`src/rtl/fetch_stage.sv`:
```
// Fetch stage: owns the fetch PC, issues one instruction read at a time,
// and pushes each returned word with its PC into the instruction queue.
module fetch_stage #(
  parameter logic [31:0] RESET_PC = 32'h1eceb000
) (
  input  logic        clk,
  input  logic        rst,
  output logic [31:0] imem_addr,
  output logic [3:0]  imem_rmask,
  input  logic [31:0] imem_rdata,
  input  logic        imem_resp,
  input  logic        iq_full,
  output logic        instr_push,
  output logic [31:0] pc_in,
  output logic [31:0] pc_next_in,
  output logic [31:0] instr_in,
  output logic        iq_flush,
  input  logic        redirect_valid,
  input  logic [31:0] redirect_pc
);

  localparam int unsigned XLEN    = 32;
  localparam int unsigned MASK_W  = 4;
  localparam logic [XLEN-1:0] PC_STEP = XLEN'(4);

  typedef enum logic [1:0] {
    S_IDLE,
    S_WAIT,
    S_HOLD,
    S_DRAIN
  } state_t;

  state_t            state, state_d;
  logic [XLEN-1:0]   pc, pc_d;
  logic [XLEN-1:0]   hold_instr, hold_instr_d;
  logic [XLEN-1:0]   hold_pc, hold_pc_d;
  logic              req_c;
  logic              push_c;

  // State register
  always_ff @(posedge clk) begin
    if (rst) begin
      state      <= S_IDLE;
      pc         <= RESET_PC;
      hold_instr <= '0;
      hold_pc    <= '0;
    end else begin
      state      <= state_d;
      pc         <= pc_d;
      hold_instr <= hold_instr_d;
      hold_pc    <= hold_pc_d;
    end
  end

  // Next-state logic; a redirect always wins over capture and push
  always_comb begin
    state_d      = state;
    pc_d         = pc;
    hold_instr_d = hold_instr;
    hold_pc_d    = hold_pc;
    req_c        = 1'b0;
    push_c       = 1'b0;

    unique case (state)
      S_IDLE: begin
        if (redirect_valid) begin
          pc_d = redirect_pc;
        end else begin
          req_c   = 1'b1;
          state_d = S_WAIT;
        end
      end
      S_WAIT: begin
        if (redirect_valid) begin
          pc_d    = redirect_pc;
          state_d = imem_resp ? S_IDLE : S_DRAIN;
        end else if (imem_resp) begin
          hold_instr_d = imem_rdata;
          hold_pc_d    = pc;
          state_d      = S_HOLD;
        end
      end
      S_HOLD: begin
        if (redirect_valid) begin
          pc_d    = redirect_pc;
          state_d = S_IDLE;
        end else if (!iq_full) begin
          push_c  = 1'b1;
          pc_d    = hold_pc + PC_STEP;
          state_d = S_IDLE;
        end
      end
      S_DRAIN: begin
        // stale response is consumed here and its data discarded
        if (redirect_valid) pc_d = redirect_pc;
        if (imem_resp) state_d = S_IDLE;
      end
      default: state_d = S_IDLE;
    endcase
  end

  assign imem_addr  = pc;
  assign imem_rmask = (req_c && !rst) ? {MASK_W{1'b1}} : {MASK_W{1'b0}};
  assign instr_push = push_c && !rst;
  assign instr_in   = hold_instr;
  assign pc_in      = hold_pc;
  assign pc_next_in = hold_pc + PC_STEP;
  assign iq_flush   = redirect_valid;

endmodule

```
`config.mk`:
```
export PLATFORM = sky130hd
export DESIGN_NAME = fetch_stage
export DESIGN_NICKNAME = d
export VERILOG_FILES = /design/src/rtl/fetch_stage.sv
export SDC_FILE = /design/constraint.sdc
export NUM_CORES = 1
export LEC_CHECK = 0
export ABC_AREA = 1
export CORE_ASPECT_RATIO = 1.5
export CORE_UTILIZATION = 30
export DETAILED_ROUTE_END_ITERATION = 16
export PLACE_DENSITY = 0.7
export SLEW_MARGIN = 25
export SYNTH_ARGS = -nofsm -noshare
export SYNTH_HDL_FRONTEND = slang
export SYNTH_SLANG_ARGS = --single-unit
```
`constraint.sdc`:
```
create_clock -name clk -period 3.9 [get_ports clk]
set_input_delay 0.585 -clock clk [delete_from_list [all_inputs] [get_ports clk]]
set_output_delay 0.585 -clock clk [all_outputs]
set_load 0.005 [all_outputs]
```
## Yosys cells after proc, flatten, opt, wreduce, memory -nomap -nowiden

Index checks and enable logic that the tools add are counted.

- Register bits: 98
- Word-level logic and storage cells: 40
- Input bits: 69

- Reduce and logical (&&, ||, !) cells: 8
- Mux-type cells: 18
- Add/sub/neg operators: 1
- Bitwise gates (word level): 1
- Equal/unequal tests: 8

Operator list:

| cell | number |
|---|---|
| $mux W32 | 3 |
| $pmux W32 S2 | 1 |
| $add A32 B3 Y32 const B | 1 |
| $mux W2 | 7 |
| $pmux W2 S4 | 1 |
| $ne A3 B3 Y1 const B | 2 |
| $mux W1 | 5 |
| $eq A2 B2 Y1 const B | 2 |
| $mux W4 | 1 |
| $ne A2 B2 Y1 const B | 2 |
| $reduce_and A4 Y1 | 1 |
| $reduce_and A3 Y1 | 1 |
| $reduce_or A3 Y1 | 1 |
| $eq A2 B1 Y1 const B | 1 |
| $logic_and A1 B1 Y1 | 2 |
| $logic_not A2 Y1 | 1 |
| $ne A2 B1 Y1 const B | 1 |
| $reduce_and A2 Y1 | 1 |
| $logic_not A1 Y1 | 1 |
| $not A1 Y1 | 1 |

## Longest topological paths before layout

- Depth after elaboration: 4
- Depth in mapped cells: 10
- Depth with buffers taken out: 10

## Worst setup path before layout

OpenSTA, ideal clock, no wires.

- Path kind: input port to output port
- Start: input redirect_valid
- End: output instr_push
- Data arrival time: 1411 ps
- Data required time: 3315 ps
- Stages: 7
- Slack: 1904 ps
- Buffers on the path: 2
- Cell sequence: buf_2 -> inv_2 -> nand2_2 -> inv_2 -> nand2_2 -> buf_2 -> nor2_1

- Word-level cells in the longest chain between the ends: 3

RTL lines:

| what | RTL line | text |
|---|---|---|
| start: declaration | 18 | `input logic redirect_valid,` |
| $mux W1 | 84 | `if (redirect_valid) begin` |
| $mux W1 | 64 | `unique case (state)` |
| $logic_and A1 B1 Y1 | 104 | `assign instr_push = push_c && !rst;` |
| end: declaration | 13 | `output logic instr_push,` |

No other way between the ends.

## Final worst setup path

Ends and elaborated chain as after synthesis.

==> qor.csv <==
stage,metric,value,unit
floorplan,design.core.area,0.0151,mm^2
cells_and_area,fin_cells,1038,
clocking,path_clk_slew,60,ps
drt,drt_iter0_drc,226,
global_routing,track_usage,18.9,%
clocking,htreeDepth,3,
sta,setup_viol_count_final,0,
sta,maxSlewViolCount,0,
global_routing,grt_pass1_wl,24.1,mm
run_status,status,"complete, no violations",
job,cap_violations,0,
synth,synthDistinctLibCells,36,
synth,avgSynthCellArea,7.15,um^2
synth,synth_edf_count,0,
clocking,ctsResizeCount,0,
drt,avgRoutedWirePerCell,14.7,um
global_routing,overflow,0,
clocking,root_buffer,clkbuf_16,
floorplan,rows,55,
power_and_ir_drop,p_leak,2.78,nW
place,place.port_buffers,202,
drt,finalWirelength,15.3,mm
worst_setup_path,worstPathArrival,2630,ps
clocking,cts_tree,yes,
synth,yosys-mux-area-fraction,0,%
sta,finalSetupTns,0,ps
hold_path,hold_class,register to register,
sta,fmax,311,MHz
synth,synth_xor_area_share,3.27,%
floorplan,die_y,155,um
power_and_ir_drop,switchingPower,0.744,mW
worst_setup_path,endpoint_kind,output pin,
global_routing,grt_max_degree,81,
clocking,worstSkewPairLatency,350,ps
global_routing,antenna_found_initial,0,
worst_setup_path,slowest_stage,clkdlybuf4s50_1,
synth,yosys_warnings,0,
drt,vias,4848,
synth,async_flop_share,0,%
cells_and_area,drive_gt1_share,7.51,%
sta,slew_headroom,40.6,%
synth,syn_area,0.00467,mm^2
synth,synth_compound_area_share,17.5,%
synth,synth_top_family_by_area,simple AND/OR/NAND/NOR gates,
sta,finalHoldViolCount,0,
sta,tightest_slew,890,ps
worst_setup_path,start_kind,input pin,
place,dp.cells,1022,
synth,mappedNetlistNets,724,
drt,drcViolationCount,0,
cells_and_area,final_common_cell,clkdlybuf4s50_1,
cells_and_area,fin_util,46.9,%
clocking,postCtsSetupBuffers,0,
floorplan,io-pin-count,203,
sta,fin_worst_skew,9.53,ps
power_and_ir_drop,clockPowerShare,35.3,%
cells_and_area,fin_area,0.00711,mm^2
place,placed_cell_area,0.00678,mm^2
cells_and_area,layout_common_cells,"202 x clkdlybuf4s50_1, 133 x nor2_1, 105 x nand2_1",
sta,rsz0062_at_grt,no,
synth,synth_ff_type,dfxtp_1,
synth,ys_ff_latch,98,
synth,netlist_instances,654,
drt,ant_nets,0,
worst_setup_path,path_max_fanout,26,
synth,synthAdderAreaFrac,0.268,%
power_and_ir_drop,p_sw_share,26.9,%
synth,yosysSeqAreaShare,42.0,%
worst_setup_path,critical_path_required,3310,ps
clocking,cts_hold_buffers,0,
worst_setup_path,critPathMaxStageDelay,640,ps
drt,via_per_inst,4.67,
floorplan,die_area,0.0161,mm^2
worst_setup_path,cp_cell_sequence,"clkdlybuf4s50_1, inv_2, buf_4, nand2_1, nand2_2, nor2_1, clkdlybuf4s50_1",
synth,synth-simple-area-share,27.9,%
floorplan,initial_utilization,30.9,%
power_and_ir_drop,p_int,2.02,mW
clocking,clock_path_buffers,2,
floorplan,die_w,104,um
place,place.gp.congestion,0.801,
drt,first_pass_iters,4,
cells_and_area,fin_nets,904,
power_and_ir_drop,pwr_density_cell,389,mW/mm^2
global_routing,grt_pass1_vias,4623,
place,post-dp-hpwl,11.2,mm
cells_and_area,num_antenna_cells,0,
sta,fin_crit,3220,ps
cells_and_area,syn_to_final_growth,52.0,%
power_and_ir_drop,power_frac_comb,22.1,%
power_and_ir_drop,vdd_drop_max,203,uV
sta,period_share,82.5,%
worst_setup_path,crit_top_cell,clkdlybuf4s50_1,
clocking,cts_buffers,9,
clocking,clkSinkCount,98,
power_and_ir_drop,pwr-share-seq,42.5,%
worst_setup_path,crit_type,input pin to output pin,
[sequential cells by signal, summed over array words and instances, names as in the netlist]
| register | count |
|---|---|
| instr_in | 32 |
| pc_in | 32 |
| state | 2 |
| imem_addr | 32 |
[synthesized netlist by cell type (3+ instances only)]
master	number	area, um^2
o21ai_1	12	60.1
buf_6	3	33.8
xor2_1	6	52.6
nand2_2	10	62.6
a21oi_1	25	125
xor2_2	4	65.1
dfxtp_1	98	1960
buf_4	8	60.1
clkbuf_1	18	67.6
inv_1	50	188
nand3_1	26	130
xnor2_1	4	35.0
nor2_2	8	50.1
o22ai_1	13	81.3
nand2_1	105	394
o221ai_1	12	105
o21bai_1	5	37.5
o21ai_0	75	375
nor2_1	133	499
nor2_4	5	56.3
inv_2	9	33.8
buf_2	7	35.0
[final timing paths]
| path | startpoint | slack (ps) | cells after the start | to |
|---|---|---|---|---|
| worst max-delay path | redirect_valid | 680 | 7 | instr_push |
| worst min-delay path | instr_in[1] | 480 | 2 | instr_in[1] |
| worst max register to register | state[1] | 2030 | 9 | imem_addr[17] |
| worst min register to register | instr_in[1] | 480 | 2 | instr_in[1] |
[worst max-delay path: cells and delay by family]
| family | cells | cell delay [ps] |
|---|---|---|
| simple gates | 3 | 560 |
| buf+inv | 4 | 1470 |
[cell type report]
cell class / instances / area (um^2)
sequential: 98 / 1960
multi-input combinational: 459 / 2290
fill: 1568 / 8030
tap: 199 / 249
inverter: 59 / 221
clock buffer: 11 / 243
timing repair buffer: 207 / 2060
clock inverter: 5 / 85.1
[metal layers]
metal	global-route usage (%)	vias up	routed length (um)
met3	3.27	25	728
met5	0	-	0
met1	21.7	2190	6230
met4	7.96	0	388
li1	-	2471	-
met2	34.5	162	7920
[through the flow]
stage                     hold WS, ps  power, mW  setup WS, ps
after detailed placement          471       1.81           650
after CTS                         488       2.80           648
after global placement            463       1.81           656
after floorplan                   473       1.45          1900
after global routing              508       2.90           511
final                             483       2.76           682
[power by group through the flow]
stage	clock [mW]	sequential, mW	combinational, mW
2_1_floorplan	0	1.19	0.262
3_3_place_gp	0	1.20	0.610
3_5_place_dp	0	1.20	0.614
4_1_cts	1.01	1.18	0.618
5_1_grt	1.04	1.19	0.671
6_report	0.977	1.18	0.611
[kinds of logic (layout without fill, tap and decap cells)]
family / Yosys count / count (layout)
AOI/OAI and AO/OA: 146 / 146
xor gates and xnor gates: 14 / 14
adders and majority gates: 1 / 1
buffers and inverters: 97 / 282
DFF: 98 / 98
and+or+nand+nor: 298 / 298
Power figures use the tool's default switching activity.
